**config.mk**
```make
export PLATFORM = sky130hd
export DESIGN_NAME = button_in
export DESIGN_NICKNAME = d
export VERILOG_FILES = /design/src/rtl/button_in.sv
export SDC_FILE = /design/constraint.sdc
export NUM_CORES = 1
export LEC_CHECK = 0
export ABC_CLOCK_PERIOD_IN_PS = 4800
export BUFFER_PORTS_ARGS = -buffer_cell sky130_fd_sc_hd__buf_2
export CORE_MARGIN = 2
export CORE_UTILIZATION = 39
export DETAILED_ROUTE_END_ITERATION = 6
export PLACE_DENSITY = 0.64
export SYNTH_ARGS = -nofsm -noshare
export SYNTH_HDL_FRONTEND = slang
export SYNTH_SLANG_ARGS = --single-unit
```
**constraint.sdc**
```tcl
create_clock -name in_clock -period 4.8 [get_ports in_clock]
set_input_delay 0.24 -clock in_clock [delete_from_list [all_inputs] [get_ports in_clock]]
set_output_delay 0.24 -clock in_clock [all_outputs]
set_load 0.01 [all_outputs]
```
**src/rtl/button_in.sv**
```systemverilog
// ----------------------------------------------------------------------------
// button_in
//
// Debounced pushbutton input conditioner. A raw, asynchronous board button
// pin is brought into the in_clock domain through a two-flop synchronizer,
// optionally inverted for pull-up buttons, and then qualified by a four-state
// FSM with a stability counter. A new level is accepted only after it has
// been seen for DEBOUNCE consecutive cycles. The core receives a clean level,
// one-cycle press/release strobes, and an optional 8-bit press counter.
//
// Parameters
//   DEBOUNCE   : consecutive stable cycles needed to accept a level (1..65535)
//   CNT_W      : width of the qualification counter, DEBOUNCE-1 < 2**CNT_W
//   ACTIVE_LOW : 1 inverts the synchronized pin (button reads 0 when pressed)
//
// Ports
//   in_clock    : the only clock, rising edge
//   in_reset    : asynchronous, active-high reset
//   in_button   : raw asynchronous button pin
//   out_level   : debounced level, 1 = pressed
//   out_press   : one-cycle strobe on each accepted press
//   out_release : one-cycle strobe on each accepted release
//   out_count   : accepted presses modulo 256
//
// Build option
//   BUTTON_IN_COUNT_EN : when defined, the press counter is built and drives
//                        out_count; otherwise out_count is tied to 8'h00.
// ----------------------------------------------------------------------------
module button_in #(
    parameter int DEBOUNCE   = 24000,
    parameter int CNT_W      = 16,
    parameter int ACTIVE_LOW = 0
) (
    input  logic       in_clock,
    input  logic       in_reset,
    input  logic       in_button,
    output logic       out_level,
    output logic       out_press,
    output logic       out_release,
    output logic [7:0] out_count
);

    typedef enum logic [1:0] {
        RELEASED     = 2'd0,
        PRESS_WAIT   = 2'd1,
        PRESSED      = 2'd2,
        RELEASE_WAIT = 2'd3
    } state_t;

    localparam logic [CNT_W-1:0] CNT_MAX = CNT_W'(DEBOUNCE - 1);

    // Synchronizer
    logic s1_q;
    logic s1_d;
    logic s2_q;
    logic s2_d;
    logic b;

    // Qualification FSM
    state_t           state_q;
    state_t           state_d;
    logic [CNT_W-1:0] cnt_q;
    logic [CNT_W-1:0] cnt_d;

    // Registered outputs
    logic level_q;
    logic level_d;
    logic press_q;
    logic press_d;
    logic release_q;
    logic release_d;

    // ------------------------------------------------------------------
    // Stage 0: two-flop synchronizer; polarity is fixed after s2 so the
    // metastability-hardened flop always sees the raw pin.
    // ------------------------------------------------------------------
    always_comb begin
        s1_d = in_button;
        s2_d = s1_q;
    end

    assign b = (ACTIVE_LOW != 0) ? ~s2_q : s2_q;

    // ------------------------------------------------------------------
    // Stage 1: qualification FSM. Each WAIT state counts stable cycles of
    // the candidate level; any opposite sample falls back to the stable
    // state it came from without touching the outputs.
    // ------------------------------------------------------------------
    always_comb begin
        state_d   = state_q;
        cnt_d     = cnt_q;
        press_d   = 1'b0;
        release_d = 1'b0;

        case (state_q)
            RELEASED: begin
                if (b) begin
                    state_d = PRESS_WAIT;
                    cnt_d   = '0;
                end
            end

            PRESS_WAIT: begin
                if (!b) begin
                    state_d = RELEASED;
                end else if (cnt_q == CNT_MAX) begin
                    state_d = PRESSED;
                    press_d = 1'b1;
                end else begin
                    cnt_d = cnt_q + CNT_W'(1);
                end
            end

            PRESSED: begin
                if (!b) begin
                    state_d = RELEASE_WAIT;
                    cnt_d   = '0;
                end
            end

            RELEASE_WAIT: begin
                if (b) begin
                    state_d = PRESSED;
                end else if (cnt_q == CNT_MAX) begin
                    state_d   = RELEASED;
                    release_d = 1'b1;
                end else begin
                    cnt_d = cnt_q + CNT_W'(1);
                end
            end

            default: begin
                state_d = RELEASED;
                cnt_d   = '0;
            end
        endcase

        // The level follows the state being entered so it changes on the
        // same edge as the accepting strobe.
        level_d = (state_d == PRESSED) || (state_d == RELEASE_WAIT);
    end

    always_ff @(posedge in_clock or posedge in_reset) begin
        if (in_reset) begin
            s1_q      <= 1'b0;
            s2_q      <= 1'b0;
            state_q   <= RELEASED;
            cnt_q     <= '0;
            level_q   <= 1'b0;
            press_q   <= 1'b0;
            release_q <= 1'b0;
        end else begin
            s1_q      <= s1_d;
            s2_q      <= s2_d;
            state_q   <= state_d;
            cnt_q     <= cnt_d;
            level_q   <= level_d;
            press_q   <= press_d;
            release_q <= release_d;
        end
    end

    assign out_level   = level_q;
    assign out_press   = press_q;
    assign out_release = release_q;

    // ------------------------------------------------------------------
    // Stage 2: optional press counter, advancing on the same edge that
    // raises out_press.
    // ------------------------------------------------------------------
`ifdef BUTTON_IN_COUNT_EN
    logic [7:0] count_q;
    logic [7:0] count_d;

    always_comb begin
        count_d = count_q;
        if (press_d) begin
            count_d = count_q + 8'd1;
        end
    end

    always_ff @(posedge in_clock or posedge in_reset) begin
        if (in_reset) begin
            count_q <= 8'h00;
        end else begin
            count_q <= count_d;
        end
    end

    assign out_count = count_q;
`else
    assign out_count = 8'h00;
`endif

endmodule

```
After elaboration in Yosys (flattened, before gate mapping)
Cells that the tools add are included.
Word-level totals
  register bits: 23
  bits of input ports: 3
  word-level logic and storage cells: 39
  output and inout port bits: 11
Cells by class
  muxes and demuxes: 18
  reductions and logical operators: 3
  equal/unequal tests: 10
  add/subtract/negate cells: 1
Operator list (number)
  $mux 16: 5
  $pmux 16 s4: 1
  $add 16x1->16 const B: 1
  $eq 16x15->1 const B: 1
  $mux 2: 6
  $eq 2x2->1 const B: 4
  $ne 2x2->1 const B: 4
  $pmux 2 s4: 1
  $mux 1: 5
  $reduce_and 4->1: 1
  $eq 2x1->1 const B: 1
  $logic_not 2->1: 1
  $logic_or 1x1->1: 1

Logic depth before layout (Yosys ltp)
Gate-level depths: netlist of run 1.
  depth after elaboration: 6
  gate-level depth with buffers: 7
  gate-level depth less buffers: 7

Worst setup path after synthesis of run 1
No wires, ideal clock.
  kind: flip-flop to flip-flop
  from: register cnt_q[0]
  to: register cnt_q[12]
  arrival: 1.576 ns
  cell stages (with the launch flop): 8
  setup time: 0.128 ns
  required time: 4.672 ns
  path slack: 3.096 ns
  buffers on the path: 1
  period minus slack after synthesis: 1.704 ns
  path through: dfrtp_1 ha_1 and2_1 and2_1 a31o_2 buf_6 o21ai_0 o31ai_1
On the way
  cells in the longest elaborated chain, start to end: 4
  elaborated cells on any way between the ends: 6
  those cells by class: add/sub: 1; eq/ne: 1; mux: 4
Ends and longest elaborated chain
  start: declaration: RTL line 62  | logic [CNT_W-1:0] cnt_q;
  start signal: assignment: RTL line 156  | cnt_q <= cnt_d;
  $add 16x1->16 / $eq 16x15->1 (equally long branches)
  $mux 16 *: RTL line 106, 124
  $mux 16 (on tied branches): RTL line 122, 104
  $pmux 16 s4 *: RTL line 95  | case (state_q)
Every way passes the cells marked *; elsewhere a longest branch is shown, timed or not. The select of a mux whose other input is x is not followed.
A chain may end at the register's enable or synchronous reset.

Worst setup path after layout of run 1
  from: register cnt_q[13]
  to: register cnt_q[1]
On the way
  cells in the longest elaborated chain, start to end: 4
  elaborated cells on any way between the ends: 5
  those cells by class: eq/ne: 1; mux: 4
Ends and longest elaborated chain (RTL line)
  $eq 16x15->1 *: 106, 124
  $mux 16 *
  $mux 16 (on tied branches)
  $pmux 16 s4 *
Marked as above.

==> impl_metrics.toml, run 1 <==
[global_routing]
grt_use_met2 = 0.2339
grt_pass1_vias = 873
grt_usage = 0.1502
antenna_found_initial = 0
grt_max_degree = 23
grt_use_met3 = 0.01310
grt-ovfl-total = 0
grt_pass1_wl_um = 4029
busiest_layer = "met2"
met1_usage = 0.2014

[clock_network]
numCtsBuffers = 3
path_clk_slew_ns = 0.11
cts.path.max_buffers = 2
htreeDepth = 1
cts_hold_buf = 0
cts-root-buf = "clkbuf_4"
cts_tree = "built"
clock_latency_ns = 0.31
cts.repair.resized = 0
cts.sinks = 22
cts_setup_buffers = 0

[synth]
synth_seq_cells = 22
syn_area_um2 = 1206
synthCells = 129
netlist.top_cell.by_area = "dfrtp_1"
synth-async-reset-ratio = 1.000
synthTopCellsByArea = "dfrtp_1 (46%), buf_4 (5.6%), o21ai_0 (5.4%)"
yosysSeqAreaShare = 0.4564
ys.flop_type = "dfrtp_1"
synth_edf_count = 0
synth.distinct_cells = 34
syn_area_per_cell_um2 = 9.350
yosysTopAreaCellShare = 0.4564
yosys_warnings = 0

[sta]
final-setup-viol-count = 0
fmax_mhz = 520.7
relSlewSlack = 0.4259
tightest_slew_ns = 0.8602
fin_crit_ns = 1.920
slew_viol_final = 0
post-route-period-util = 0.4001
skew_ns = 0.003033
hold_viol = 0
rsz0062_at_grt = "false"
fin_tns_setup_ns = 0

[flow_run]
drv_cap = 0

[setup_path]
critPathLaunchType = "flip-flop"
ff2ff_setup_slack_ns = 2.88
critical_path_class = "reg2reg"
crit_path_max_incr_delay_ns = 0.56
cp_slowest_cell = "or4b_1"
required_ns = 5.01
cp_max_fo = 13
cp-end-kind = "flip-flop"
crit_arrival_ns = 2.14
crit_chain = "or4b_1 -> nor3_2 -> a31o_2 -> inv_1 -> nand3_1 -> nand2_1"

[placed_design]
hpwl_um = 1652
place.gp.congestion = 0.8191
io_buffers = 5
placed_area_um2 = 1205

[power_and_ir_drop]
power_frac_clock = 0.278
p_int_mw = 0.2251
ir_drop_uv = 76.13
p_comb_frac = 0.075
p_leak_nw = 0.5198
switching_power_mw = 0.07570
power_frac_seq = 0.648
netSwitchingFraction = 0.2516
cellPowerDensity_nw_per_um2 = 245.1

[worst_hold_path]
hold_path_class = "in2reg"

[routing]
ant_nets = 0
first_iter_violations = 51
firstDrtPassIters = 4
num_vias = 961
wl_um = 2346
wire_per_inst_um = 14.22
vias_per_cell = 5.824
drc = 0

[final_layout]
design_area_um2 = 1227
layout.nets = 138
drive_gt1_frac = 0.1061
antenna_cells = 0
fin_util = 0.4088
fillers = 307
syn2layout_area_growth_pct = 1.764

[die]
ioPinCount = 14
fp.coreArea_um2 = 3003
num_rows = 20
fp.dieArea_um2 = 3553
dieHeight_um = 59.61
dieWidth_um = 59.61
start_util = 0.4017

[status]
status = "complete, no violations"
[synthesized netlist by cell type (2+ instances only)]
library cell,number
and4_1,2
nand4_1,5
nor3b_1,2
o31ai_1,7
dfrtp_1,22
inv_1,3
buf_6,2
nand2b_1,3
a31oi_1,5
buf_4,9
nor2_1,8
and3_1,4
and2_1,4
nor4_1,2
nand3_1,9
nand2_1,11
o21ai_0,13
a21oi_2,2
[area by class of cell]
class	instances	area, um2	share of cell area
timing repair buffer	5	25.02	0.02039
sequential	22	550.5	0.4485
inverter	3	11.26	0.009174
clock buffer	3	22.52	0.01835
multi-input combinational	99	576.8	0.4699
tap	33	41.29	0.03364
[sequential cells by signal (all words and copies together) (netlist names)]
name and cells:
b 1, cnt_q 16, out_press 1, out_release 1
s1_q 1, state_q 2
[cells in the final DEF, fill, tap and decap left out, types with 3 or more instances in the layout]
master    count
buf_2         5
and3_1        4
inv_1         3
a31oi_1       5
nand2_1      11
nand2b_1      3
o21ai_0      13
nand4_1       5
nor2_1        8
o31ai_1       7
dfrtp_1      22
conb_1        8
and2_1        4
nand3_1       9
clkbuf_4      3
[power groups by stage]
stage	logic [mW]	clock network [mW]	registers [mW]
after floorplan	0.0248	0	0.196
after global placement	0.0224	0	0.198
after detailed placement	0.0226	0	0.198
after CTS	0.0227	0.0838	0.195
after global routing	0.0261	0.0914	0.196
final	0.0225	0.0835	0.195
[cell families (layout without fill, tap and decap cells)]
family | Yosys count | in the layout | share of synthesized area
AO/OA/AOI/OAI | 33 | 33 | 0.1764
XOR/XNOR | 1 | 1 | 0.007263
adder cells (fa/ha/maj) | 1 | 1 | 0.01037
buffers and inverters | 15 | 11 | 0.08713
flip-flops | 22 | 22 | 0.4564
multiplexers | 1 | 1 | 0.009335
other | 1 | 8 | 0.003109
AND/OR/NAND/NOR | 55 | 55 | 0.2500
[final timing paths]
| path | from | end | cells past startpoint |
|---|---|---|---|
| min in group asynchronous | in_reset | out_release | 2 |
| max reg2reg | cnt_q[13] | cnt_q[1] | 6 |
| max | cnt_q[13] | cnt_q[1] | 6 |
| min reg2reg | s1_q | b | 0 |
| min | in_button | s1_q | 1 |
| max in group asynchronous | in_reset | cnt_q[8] | 2 |
[critical path: cells and delay by family (launching register included)]
| kind | cells | cell delay, ns |
|---|---|---|
| AOI/OAI and AO/OA | 1 | 0.35 |
| DFF | 1 | 0.47 |
| buffers and inverters | 1 | 0.13 |
| and+or+nand+nor | 4 | 0.88 |
[routing by layer]
metal,part of all wire,routed length (um),up-vias
met5,0,0,-
met3,0.033,77,5
met2,0.48,1120,23
met4,0.023,53,0
met1,0.47,1094,465
li1,-,-,468
[stage by stage]
step,power (mW),hold WS [ns],instances,setup WS [ns]
final,0.3008,0.02757,165,2.880
after global routing,0.3133,0.01599,165,2.730
after CTS,0.3012,0.02844,165,2.882
after detailed placement,0.2211,0.3364,162,2.896
after global placement,0.2205,0.3330,162,2.967
after floorplan,0.2209,0.2292,136,3.096
No activity file was read; power rests on OpenSTA's default activity.
==> inputs of run 2 (changes only) <==
--- a/config.mk
+++ b/config.mk
@@ -5,7 +5,8 @@
 export SDC_FILE = /design/constraint.sdc
 export NUM_CORES = 1
 export LEC_CHECK = 0
-export ABC_CLOCK_PERIOD_IN_PS = 4800
+export ABC_AREA = 1
+export ABC_CLOCK_PERIOD_IN_PS = 2000
 export BUFFER_PORTS_ARGS = -buffer_cell sky130_fd_sc_hd__buf_2
 export CORE_MARGIN = 2
 export CORE_UTILIZATION = 39
==> constraint.sdc (replaced) <==
create_clock -name in_clock -period 2 [get_ports in_clock]
set_input_delay 0.1 -clock in_clock [delete_from_list [all_inputs] [get_ports in_clock]]
set_output_delay 0.1 -clock in_clock [all_outputs]
set_load 0.01 [all_outputs]
==> impl_metrics.toml, run 2 <==
[status]
status = "complete, no violations"

[die]
fp.coreArea_um2 = 3103
ioPinCount = 14
num_rows = 20
dieWidth_um = 61.76
start_util = 0.4194
fp.dieArea_um2 = 3814
dieHeight_um = 61.76

[clock_network]
cts_tree = "built"
cts.path.max_buffers = 2
clock_latency_ns = 0.31
path_clk_slew_ns = 0.13
numCtsBuffers = 3
htreeDepth = 1
cts-root-buf = "clkbuf_4"
cts.sinks = 22

[synth]
synthTopCellsByArea = "dfrtp_1 (42%), nand2_1 (16%), nand3_1 (6.2%)"
netlist.top_cell.by_area = "dfrtp_1"
synth_edf_count = 0
yosysMostFrequentCell = "nand2_1"
synth-async-reset-ratio = 1.000
synth_common_cells = "nand2_1 (54), dfrtp_1 (22), nor2_1 (19)"
yosysTopAreaCellShare = 0.4231
synth_seq_cells = 22
synthCells = 177
ys.flop_type = "dfrtp_1"
syn_area_per_cell_um2 = 7.352
yosys_warnings = 0
yosysSeqAreaShare = 0.4231
syn_area_um2 = 1301
synth.distinct_cells = 20

[global_routing]
grt_pass1_vias = 1026
grt-ovfl-total = 0
grt_pass1_wl_um = 4326
antenna_found_initial = 0
grt_usage = 0.1527
grt_max_degree = 23

[final_layout]
reg.largest.list = "cnt_q x16, state_q x2"
antenna_cells = 0
layout_commonest_cell = "nand2_1"
drive_gt1_frac = 0.08108
layout.nets = 190
final_cell_mix = "nand2_1 (54), dfrtp_1 (22), nor2_1 (19)"
regMostFlops = "cnt_q"
largest_reg_flops = 16
syn2layout_area_growth_pct = 8.077
fillers = 321
design_area_um2 = 1406
final_cells = 229

[sta]
final-setup-viol-count = 0
post-route-period-util = 0.8443
hold_viol = 0
fin_crit_ns = 1.689
whs_ns = 0.3669
tightest_slew_ns = 0.8227
relSlewSlack = 0.4509
fin_tns_setup_ns = 0
slew_viol_final = 0
skew_ns = 0.008569
fmax_mhz = 592.2
rsz0062_at_grt = "false"

[power_and_ir_drop]
ir_drop_uv = 239.8
power_mw = 0.8642
p_leak_nw = 0.6743
cellPowerDensity_nw_per_um2 = 614.5

[routing]
firstDrtPassIters = 4
first_iter_violations = 38
wl_um = 2393
ant_nets = 0
wire_per_inst_um = 10.45
num_vias = 1073
vias_per_cell = 4.686
drc = 0

[setup_path]
crit_chain = "ha_1 -> nand3_1 -> inv_1 -> nand3_2 -> nand2_4 -> buf_4 -> nand2_1 -> o21ai_0"
critPathLaunchType = "flip-flop"
cp_slowest_cell = "dfrtp_1"
crit_path_max_incr_delay_ns = 0.42
cp_max_fo = 21
cp-end-kind = "flip-flop"
crit_arrival_ns = 1.93
required_ns = 2.24
critical_path_class = "reg2reg"

[placed_design]
place.gp.congestion = 0.9020
dp.cells = 223
placed_area_um2 = 1329
io_buffers = 5
hpwl_um = 1774

[flow_run]
drv_cap = 0

[worst_hold_path]
hold_path_class = "reg2reg"
==> run 2: path summary, 6_finish.rpt <==
check / startpoint / end / slack (ns) / cells past startpoint
min reg2reg: s1_q / b / 0.37 / 0
max reg2reg: cnt_q[0] / cnt_q[1] / 0.31 / 8
max in group asynchronous: in_reset / cnt_q[8] / 1.02 / 3
min: s1_q / b / 0.37 / 0
max: cnt_q[0] / cnt_q[1] / 0.31 / 8
min in group asynchronous: in_reset / out_release / 0.47 / 3
==> run 2: cell families after synthesis <==
group | count (synthesis) | share of synthesized area
other | 1 | 0.002882
adder cells (fa/ha/maj) | 1 | 0.009614
flip-flops | 22 | 0.4231
XOR/XNOR | 7 | 0.04712
buffers and inverters | 30 | 0.1240
AND/OR/NAND/NOR | 99 | 0.3240
AO/OA/AOI/OAI | 17 | 0.06923
==> run 2: final cells by class <==
cell class | count | area, um2 | share of cell area
Inverter | 18 | 67.56 | 0.04804
Clock buffer | 3 | 22.52 | 0.01601
Multi-Input combinational cell | 132 | 620.6 | 0.4413
Sequential cell | 22 | 550.5 | 0.3915
Timing Repair Buffer | 9 | 60.06 | 0.04270
Clock inverter | 1 | 30.03 | 0.02135
Tap cell | 44 | 55.05 | 0.03915
==> run 2: timing repair <==
item / CTS / global route
endpoints found under the hold margin: 23 / 0
hold buffers: 2 / 0
buffers inserted: 0 / 0
resized for setup: 0 / 1
setup endpoints to repair: 0 / 2
==> run 2: report_power, final <==
group / total [mW] / internal [mW] / switching, mW / leakage [nW]
clock network: 0.343 / 0.203 / 0.141 / 0.0279
logic: 0.0558 / 0.0173 / 0.0385 / 0.348
registers: 0.465 / 0.455 / 0.0102 / 0.298
total: 0.864 / 0.675 / 0.189 / 0.674
==> run 2: routing by layer <==
metal	global-route usage	part of all wire	up-vias
met2	0.2617	0.46	16
met1	0.1907	0.49	498
met3	0.03106	0.032	4
met4	0.05471	0.016	0
met5	0	0	-
li1	-	-	555
==> run 2: through the flow <==
stage,util,worst slack [ns]
global placement,0.4282,0.3144
floorplan,-,0.5546
CTS,0.4516,0.2085
detailed placement,0.4282,0.2419
finish,0.4532,0.3114
global route,0.4532,0.1033
==> run 2: critical path, delay by kind of cell, from the launching register on <==
kind,cells,cell delay [ns]
buffers and inverters,2,0.34
flip-flops,1,0.42
AND/OR/NAND/NOR,4,0.59
AO/OA/AOI/OAI,1,0.08
adder cells (fa/ha/maj),1,0.19
